==> config.mk <==
export PLATFORM = sky130hd
export DESIGN_NAME = xbar_router
export DESIGN_NICKNAME = d
export VERILOG_FILES = /design/src/rtl/xbar_pkg.sv /design/src/rtl/xbar_router_scan_divider.sv /design/src/rtl/xbar_router.sv
export SDC_FILE = /design/constraint.sdc
export NUM_CORES = 1
export LEC_CHECK = 0
export ABC_AREA = 0
export CAP_MARGIN = 20
export CELL_PAD_IN_SITES_DETAIL_PLACEMENT = 0
export CELL_PAD_IN_SITES_GLOBAL_PLACEMENT = 1
export CORE_MARGIN = 2
export CORE_UTILIZATION = 30
export CTS_BUF_LIST = sky130_fd_sc_hd__clkbuf_8
export DETAILED_ROUTE_END_ITERATION = 10
export PLACE_DENSITY = 0.62
export SYNTH_ARGS = -nofsm -noshare
export SYNTH_HDL_FRONTEND = slang
export SYNTH_HIERARCHICAL = 1
export SYNTH_SLANG_ARGS = --single-unit
export TNS_END_PERCENT = 5
==> constraint.sdc <==
create_clock -name clk -period 5.2 [get_ports clk]
set_input_delay 1.04 -clock clk [delete_from_list [all_inputs] [get_ports clk]]
set_output_delay 1.04 -clock clk [all_outputs]
set_load 0.02 [all_outputs]
==> src/rtl/xbar_pkg.sv <==
// Shared constants and lane-slicing helper for the crossbar router and its scan divider.
package xbar_pkg;

  localparam int NCH_DEF      = 4;
  localparam int W_DEF        = 4;
  localparam int SCAN_DIV_SIM = 4;

  // Low bit index of lane idx inside a flat NCH*W bus.
  function automatic int lane_lo(input int idx, input int w);
    return idx * w;
  endfunction

endpackage

==> src/rtl/xbar_router_scan_divider.sv <==
// Scan step divider: free-runs 0..SCAN_DIV-1 while enabled, pulses tick at terminal count.
module scan_divider
  import xbar_pkg::*;
#(
  parameter  int SCAN_DIV = SCAN_DIV_SIM,
  localparam int DW       = $clog2(SCAN_DIV)
) (
  input  logic clk,
  input  logic rst_n,
  input  logic en,
  input  logic clr,
  input  logic restart,
  output logic tick
);

  logic [DW-1:0] cnt;
  logic          at_tc;

  assign at_tc = (cnt == DW'(SCAN_DIV - 1));
  // clr and restart both win over the terminal count, so that cycle never ticks.
  assign tick  = en & at_tc & ~clr & ~restart;

  always_ff @(posedge clk or negedge rst_n) begin
    if (!rst_n) begin
      cnt <= '0;
    end else if (!en || clr || restart || at_tc) begin
      cnt <= '0;
    end else begin
      cnt <= cnt + DW'(1);
    end
  end

endmodule

==> src/rtl/xbar_router.sv <==
// Registered NCH x NCH lane crossbar: one source lane routed to one destination lane,
// route latched on a rising edge of load, optional auto-scan of the source lane.
module xbar_router
  import xbar_pkg::*;
#(
  parameter  int NCH      = NCH_DEF,
  parameter  int W        = W_DEF,
  parameter  int SCAN_DIV = 50000000,
  parameter  int HOLD     = 0,
  localparam int SW       = $clog2(NCH)
) (
  input  logic              clk,
  input  logic              rst_n,
  input  logic [NCH*W-1:0]  din,
  input  logic [SW-1:0]     src_sel,
  input  logic [SW-1:0]     dst_sel,
  input  logic              load,
  input  logic              scan_en,
  input  logic              clr,
  output logic [NCH*W-1:0]  dout,
  output logic [SW-1:0]     cur_src,
  output logic [SW-1:0]     cur_dst,
  output logic              scan_tick
);

  localparam logic [SW:0] NCH_LIM = (SW+1)'(NCH);

  logic             load_q;
  logic             load_edge;
  logic             src_ok;
  logic             dst_ok;
  logic [W-1:0]     din_lane [NCH];
  logic [W-1:0]     sel_lane;
  logic [NCH*W-1:0] dout_nxt;

  for (genvar i = 0; i < NCH; i++) begin : g_lane
    assign din_lane[i] = din[lane_lo(i, W) +: W];
  end

  assign load_edge = load & ~load_q;
  // Out-of-range selects only exist for non-power-of-2 NCH; they leave that field alone.
  assign src_ok    = ({1'b0, src_sel} < NCH_LIM);
  assign dst_ok    = ({1'b0, dst_sel} < NCH_LIM);
  assign sel_lane  = din_lane[cur_src];

  scan_divider #(
    .SCAN_DIV (SCAN_DIV)
  ) u_scan_divider (
    .clk     (clk),
    .rst_n   (rst_n),
    .en      (scan_en),
    .clr     (clr),
    .restart (load_edge),
    .tick    (scan_tick)
  );

  always_comb begin
    dout_nxt = (HOLD != 0) ? dout : '0;
    for (int i = 0; i < NCH; i++) begin
      if (cur_dst == SW'(i)) begin
        dout_nxt[lane_lo(i, W) +: W] = sel_lane;
      end
    end
  end

  always_ff @(posedge clk or negedge rst_n) begin
    if (!rst_n) begin
      dout <= '0;
    end else if (clr) begin
      dout <= '0;
    end else begin
      dout <= dout_nxt;
    end
  end

  always_ff @(posedge clk or negedge rst_n) begin
    if (!rst_n) begin
      load_q  <= 1'b0;
      cur_src <= '0;
      cur_dst <= '0;
    end else begin
      load_q <= load;
      if (load_edge) begin
        if (src_ok) cur_src <= src_sel;
        if (dst_ok) cur_dst <= dst_sel;
      end else if (scan_tick) begin
        cur_src <= (cur_src == SW'(NCH - 1)) ? '0 : cur_src + SW'(1);
      end
    end
  end

endmodule

* Yosys cells after proc, flatten, opt, wreduce, memory -nomap -nowiden *
Cells that the tools add are included.

cells by class
  $add $sub $neg = 2
  multiply operators = 0
  div/mod/pow operators = 0
  $lt $le $gt $ge = 1
  equality and inequality tests = 5
  shift-type cells = 0
  mux-type cells = 12
  bitwise gates (word level) = 8
  reductions and logical operators = 6

operators by type and width
  kind                     number
  $add A26 B1 Y26 const B  1
  $eq A26 B26 Y1 const B   1
  $mux W26                 1
  $mux W4                  6
  $mux W16                 1
  $bmux W4 S2              1
  $eq A2 B2 Y1 const B     3
  $mux W2                  3
  $and A1 B1 Y1            4
  $ge A3 B3 Y1 const B     1
  $logic_or A1 B1 Y1       3
  $not A1 Y1               3
  $not A2 Y3               1
  $add A2 B1 Y2 const B    1
  $eq A2 B1 Y1 const B     1
  $logic_not A2 Y1         1
  $reduce_bool A2 Y1       1
  $logic_not A1 Y1         1

word-level totals
  register bits = 47
  bits in latches = 0
  bits in writable memories = 0
  bits in read-only memories = 0
  input bits = 25
  output and inout bits = 21
  logic and storage cells = 39
  memories kept = 0

* Logic depth before layout (Yosys ltp) *
Gate-level depths: netlist (run 1).

  word-level depth = 6
  depth in mapped cells = 7
  gate-level depth less buffers = 6

* Modules after synthesis *
Netlist (run 1), hierarchy kept.

by module, submodules not included
  module        times used  cells each  area each (um^2)  seq. area each (um^2)
  scan_divider  1           144         1,371.3           650.6
  xbar_router   1           58          859.6             525.5

* Worst setup path before layout (run 1) *
OpenSTA, ideal clock, no wires.

  path type = input port to output port
  start point = in load
  end point = out scan_tick
  arrival = 2.116 ns
  data required time = 4.160 ns
  slack = 2.044 ns
  stages = 5
  path buffers = 1
  cells stage by stage = nor2b_1 clkbuf_1 nor2_1 nand2_1 nor3_1

between the ends
  word-level cells in the longest chain between the ends = 3

ends and longest elaborated chain
  item             line                            text
  start, declared  xbar_router.sv:17               input logic load,
  $and A1 B1 Y1    xbar_router.sv:40               assign load_edge = load & ~load_q;
  net load_edge    xbar_router.sv:29               logic load_edge;
  $not A1 Y1       xbar_router_scan_divider.sv:21  assign tick = en & at_tc & ~clr & ~restart;
  $and A1 B1 Y1    xbar_router_scan_divider.sv:21
  end, declared    xbar_router.sv:23               output logic scan_tick

The timed path passes the listed nets, and every way through them passes these cells.

* Worst setup path in the final report (run 1) *
  start point = in load
  end point = out scan_tick

between the ends
  word-level cells in the longest chain between the ends = 3

ends and longest elaborated chain
  item           line
  $and A1 B1 Y1  xbar_router.sv:40
  $not A1 Y1     xbar_router_scan_divider.sv:21
  $and A1 B1 Y1  xbar_router_scan_divider.sv:21

Every way passes these cells.

==> results.md, run 1 <==
* Sequential area share after synthesis at a little over half
* # IOs at 46
* Top cell type by total area after synthesis: dfrtp_1
* Internal at approximately 0.00058 W
* Part of the cycle the worst path needs at between 70 and 80%
* Tmin final at roughly 4100 ps
* Post-synth net total at 229
* P_leak at about 1.2 nW
* Synth Area per Inst at approximately 11 um^2
* Via Count at between 1500 and 2000
* # setup viols final at 0
* DR WL/cell at ~14 um
* Worst setup path start: load
* Slew HR at between 50% and 60%
* Initial Utilization at 30.92%
* VDD IR max at between 0.0001 and 0.00015 V
* Sw power at just under 0.0002 W
* # Max-Cap Violations at 0
* Top cells by count, synth: 47 x dfrtp_1, 20 x nor2_1, 12 x and3_1, 11 x nand4_1, 10 x a21oi_1
* Crit. End Element: primary output
* Worst Reg-to-Reg Cells at 6
* FMAX at 246.7 MHz
* Post-synthesis async set-or-reset flop share at 100.0%
* TNS Setup at 0 ps
* Routed wire length at about 5 mm
* Mapped Cells at between 200 and 250
* Synth cell types at 37
* Placement-stage cell area at around 2800 um^2
* Layout Nets at 274
* Initial antenna violation count at 0
* Max clock buf depth at 2
* Clock H-tree levels at 2
* Core Region at around 7000 um^2
* Root buf cell: clkbuf_8
* Gate power share at approximately 14%
* HP Class: reg -> reg
* Total congestion overflow at 0
* Worst r2r dst: cur_src[1]
* Die Ht at 90.24 um
* Clk network pwr share at between 30% and 40%
* Drt via density at about 4.8
* WP data required at roughly 4200 ps
* Post-route cell area at roughly 2900 um^2
* Final WS setup at ~1100 ps
* Crit path DAT at between 3000 and 4000 ps
* Layout cells sized above 1 at around 15%
* Reg-to-reg slack, setup at approximately 2900 ps
* RSZ-0062 raised after global routing: no
* First-pass GRT wire length at 8.217 mm
* Area Overhead vs Synth at 29.73%
* Max FO, Critical Path at 5
* Row Count at 31
* Number of nets still failing antenna checks after routing at 0
* Post-synth EDFFs at 0
* Clock skew at between 3 and 4 ps
* Die Area at about 8000 um^2
* Seq pwr share at between 50 and 60%
* Clk_lat worst skew at approximately 300 ps
* Number of global-route vias before repair at about 1600
* Main synth FF type: dfrtp_1
* Synth Warn # at 6
* Cell Pwr Density at approximately 270 nW/um^2
* Pin count of the biggest net entering global routing at 48
* Width of the die at 90.24 um
* Final Hold Viols at 0
* GRT Resource Usage Total at 12.65%
* WHS Path Cells at 1
* Least-Margin Pin Slew at roughly 640 ps
* Iter 0 DRT Violations at 84
* # clock sinks at between 40 and 50
* # diodes at 0
* Worst setup SP type: input port
* Most instantiated library cell after synthesis: dfrtp_1
* Sw Ratio at ~25%
* CP Class: in -> out
* Resized Gates After CTS at 0
* First-pass detailed-route iteration total at 4
* CTS tree: done
* Postcts setup bufs at 0
* Post-route DRC violation count at 0
* CTS buffer count at 5
* Clk slew on worst S/H paths at ~90 ps
* Yosys top cell area share at between 50 and 60%
* Synth area leaders: dfrtp_1 53%, mux4_2 4.0%, xor2_1 3.5%
* Status: completed
* Final RePlAce weighted congestion at 0.7129
* Crit path capture: scan_tick
* IO Port Bufs at 45
* Pre-CTS setup slack at approximately 1100 ps
* Reg-to-Reg Start: u_scan_divider/cnt[0]
* Syn Std Cell Area at 2231 um^2
* Hold buffers post-CTS at 0
* Slew Viols, Final at 0
* Yosys reg bits at 47
* Post-DP HPWL at about 3.5 mm
==> cell families (layout without fill, tap and decap cells) <==
family | after synthesis | after routing | synth area share (%)
AND/OR/NAND/NOR | 96 | 96 | 25.52
flip-flops | 47 | 47 | 52.72
AO/OA/AOI/OAI | 22 | 22 | 6.394
XOR/XNOR | 14 | 14 | 5.496
buffers and inverters | 13 | 59 | 2.692
multiplexers | 8 | 8 | 6.057
adder cells (fa/ha/maj) | 2 | 2 | 1.122
==> flip-flops by register name, indices dropped and copies added (netlist names) <==
name / count
cur_src: 2
u_scan_divider/cnt: 26
cur_dst: 2
load_q: 1
dout: 16
==> stage by stage <==
stage	cells	total power, W	utilization, %	hold WS, ps
after global routing	347	0.0008184	40.11	511.9
final	347	0.0007786	40.11	487.9
after detailed placement	338	0.0005103	38.29	478.2
after floorplan	202	0.0004494	-	447.9
after global placement	338	0.0005102	38.29	467.8
after CTS	346	0.0007910	39.91	491.2
==> layer usage <==
layer | global-route usage (%) | vias to the layer above | share of wire, %
met3 | 2.515 | 2 | 3.0
met4 | 3.846 | 0 | 0.62
met1 | 17.80 | 830 | 50
li1 | - | 822 | -
met2 | 19.80 | 26 | 47
met5 | 0 | - | 0
==> how the worst min path moves through the flow <==
stage	slack (ps)	to	from
finish	490	u_scan_divider/cnt[0]	u_scan_divider/cnt[0]
floorplan	450	u_scan_divider/cnt[0]	u_scan_divider/cnt[0]
global route	510	u_scan_divider/cnt[0]	u_scan_divider/cnt[0]
CTS	490	u_scan_divider/cnt[0]	u_scan_divider/cnt[0]
detailed placement	480	u_scan_divider/cnt[0]	u_scan_divider/cnt[0]
global placement	470	u_scan_divider/cnt[0]	u_scan_divider/cnt[0]
==> layout by cell type, fill, tap and decap left out, drive strengths merged, types with 7 or more instances in the layout <==
| cell | count |
|---|---|
| a21oi | 10 |
| clkdlybuf4s50 | 44 |
| nand3 | 7 |
| dfrtp | 47 |
| and3 | 13 |
| nand2 | 8 |
| nand4 | 13 |
| nor2 | 20 |
| and2 | 9 |
| xor2 | 9 |
==> worst max-delay path: stages <==
cell             delay (ps)
clkdlybuf4s50_1         420
nor2b_1                 200
nor2_1                  110
nand2_1                  90
nor3_1                  440
clkdlybuf4s50_1         700
==> final cells by class <==
class                   instances  area [um^2]
clock buffers                   5        68.82
clock inverters                 3        47.55
fillers                       736         4320
inverters                       4        15.01
multi-input cells             142        994.7
flip-flops and latches         47         1176
well taps                      99        123.9
repair buffers                 47        467.9
==> power by group through the flow <==
| stage | Combinational, W | Sequential, W | Clock [W] |
|---|---|---|---|
| 2_1_floorplan | 0.0000392 | 0.000410 | 0 |
| 3_3_place_gp | 0.000111 | 0.000400 | 0 |
| 3_5_place_dp | 0.000110 | 0.000400 | 0 |
| 4_1_cts | 0.000110 | 0.000393 | 0.000288 |
| 5_1_grt | 0.000118 | 0.000395 | 0.000305 |
| 6_report | 0.000109 | 0.000392 | 0.000277 |
Note: power is estimated with default switching activity, not from simulation.
==> inputs of run 2 (changes only) <==
==> constraint.sdc (replaced) <==
create_clock -name clk -period 4.2 [get_ports clk]
set_input_delay 0.84 -clock clk [delete_from_list [all_inputs] [get_ports clk]]
set_output_delay 0.84 -clock clk [all_outputs]
set_load 0.02 [all_outputs]
==> results.md, run 2 (same netlist as run 1, synthesis figures left out) <==
* Drt via density at 4.819 (-0.47%)
* IO Port Bufs at 45 (unchanged)
* Core Region at 7214 um^2 (unchanged)
* Postcts setup bufs at 0 (unchanged)
* Reg-to-reg slack, setup at 1860 ps (-990 ps)
* Placed insts at 338 (unchanged)
* CTS tree: done
* Iter 0 DRT Violations at 54 (-36%)
* Width of the die at 90.24 um (unchanged)
* Clk_lat worst skew at 300 ps (about the same)
* First-pass detailed-route iteration total at 4 (unchanged)
* Final Hold Viols at 0 (unchanged)
* Total congestion overflow at 0 (unchanged)
* Top Registers: u_scan_divider/cnt (26), dout (16)
* Via Count at 1677 (-0.18%)
* Clock H-tree levels at 2 (unchanged)
* Row Count at 31 (unchanged)
* Slew Viols, Final at 0 (unchanged)
* VDD IR max at 0.0001517 V (+43%)
* Die Ht at 90.24 um (unchanged)
* CTS buffer count at 5 (unchanged)
* Worst Reg-to-Reg Cells at 6 (unchanged)
* Tmin final at roughly 3600 ps
* Hold buffers post-CTS at 0 (unchanged)
* FMAX at 280.2 MHz
* Number of nets still failing antenna checks after routing at 0 (unchanged)
* Hold WS at 407.2 ps (-80.73 ps)
* Max FFs per register at 26 (unchanged)
* Layout cells sized above 1 at 14.86% (+0.34 points)
* WP data required at 3360 ps (-800 ps)
* Most frequent cells in the layout: 47 x dfrtp_1, 44 x clkdlybuf4s50_1, 20 x nor2_1, 12 x and3_1, 11 x nand4_1
* Resized Gates After CTS at 0 (unchanged)
* # setup viols final at 0 (unchanged)
* Post-route DRC violation count at 0 (unchanged)
* Tot Pwr at 0.0009625 W (+24%)
* Cell Pwr Density at 330.4 nW/um^2 (+23%)
* Routed wire length at 5.045 mm (+1.4%)
* # IOs at 46 (unchanged)
* Max FO, Critical Path at 4 (-1)
* P_leak at 1.193 nW (+0.49%)
* CP Class: in -> out
* DR WL/cell at 14.50 um (+1.1%)
* TNS Setup at 0 ps (unchanged)
* Least-Margin Pin Slew at 617.2 ps (-25.59 ps)
* Area Overhead vs Synth at 30.57%
* Status: completed
* Crit. End Element: primary output
* Pin count of the biggest net entering global routing at 48 (unchanged)
* Crit path DAT at 2730 ps (-280 ps)
* Most common cell after layout, fill and taps aside: dfrtp_1
* Largest Register: u_scan_divider/cnt
* Worst setup SP type: input port
* Layout Nets at 275 (+0.36%)
* Post-route cell area at 2913 um^2 (+0.65%)
* Placement-stage cell area at 2763 um^2 (unchanged)
* # diodes at 0 (unchanged)
* Part of the cycle the worst path needs at between 80% and 90%
* Max clock buf depth at 2 (unchanged)
* Initial Utilization at 30.92% (unchanged)
* Clk slew on worst S/H paths at 90 ps (about the same)
* First-pass GRT wire length at 8.487 mm (+3.3%)
* Initial antenna violation count at 0 (unchanged)
* # Max-Cap Violations at 0 (unchanged)
* Die Area at 8142 um^2 (unchanged)
* Number of global-route vias before repair at 1655 (+1.7%)
* RSZ-0062 raised after global routing: no
* Final RePlAce weighted congestion at 0.7197 (+0.95%)
* GRT Resource Usage Total at 13.09% (+0.44 points)
* Slew HR at 58.53% (+1.7 points)
* Clock skew at 6.988 ps (+3.927 ps)
* Post-DP HPWL at 3.564 mm (+2.0%)
* # clock sinks at 47 (unchanged)
* Non-Filler Instances at 348 (+0.29%)
* Root buf cell: clkbuf_8
* HP Class: in -> async
## run 2: changes by cell type in the layout (fill, tap and decap cells not counted)
cell	delta
buf_12	+1
clkinv_4	-1
clkinvlp_4	+1
## run 2: through the flow
step | utilization [%] | setup WS [ps]
final | 40.37 | 630.8
after CTS | 39.89 | 603.3
after floorplan | - | 1444
after global placement | 38.29 | 652.4
after global routing | 40.37 | 387.5
after detailed placement | 38.29 | 620.0
## run 2: path summary, 6_finish.rpt
| check | end | from |
|---|---|---|
| max | scan_tick | load |
| min | u_scan_divider/cnt[4] | rst_n |
| max reg2reg | cur_src[1] | u_scan_divider/cnt[0] |
| min reg2reg | u_scan_divider/cnt[0] | u_scan_divider/cnt[0] |
| max in group asynchronous | dout[4] | rst_n |
| min in group clk | u_scan_divider/cnt[0] | u_scan_divider/cnt[0] |
## run 2: critical path, cell delays in order
cell and delay [ps]:
clkdlybuf4s50_1 420, nor2b_1 160, nor2_1 100, nand2_1 90
nor3_1 420, clkdlybuf4s50_1 700
## run 2: routing by layer
layer,vias up,GRT usage [%],share of wire (%)
met5,-,0,0
met4,0,4.359,1.1
met3,4,2.766,2.7
met2,23,20.36,47
met1,826,18.22,49
li1,824,-,-
## run 2: area by class of cell
type	count	area (um^2)
Clock inverter	3	46.29
Sequential cell	47	1176
Clock buffer	5	68.82
Fill cell	739	4302
Multi-Input combinational cell	142	994.7
Inverter	4	15.01
Tap cell	99	123.9
Timing Repair Buffer	48	488.0
## run 2: where the power goes
group	total (W)	switching, W	leakage (nW)	internal (W)
combinational	0.000138	0.0000620	0.498	0.0000762
sequential	0.000486	0.0000173	0.640	0.000469
clock	0.000338	0.000159	0.0548	0.000179
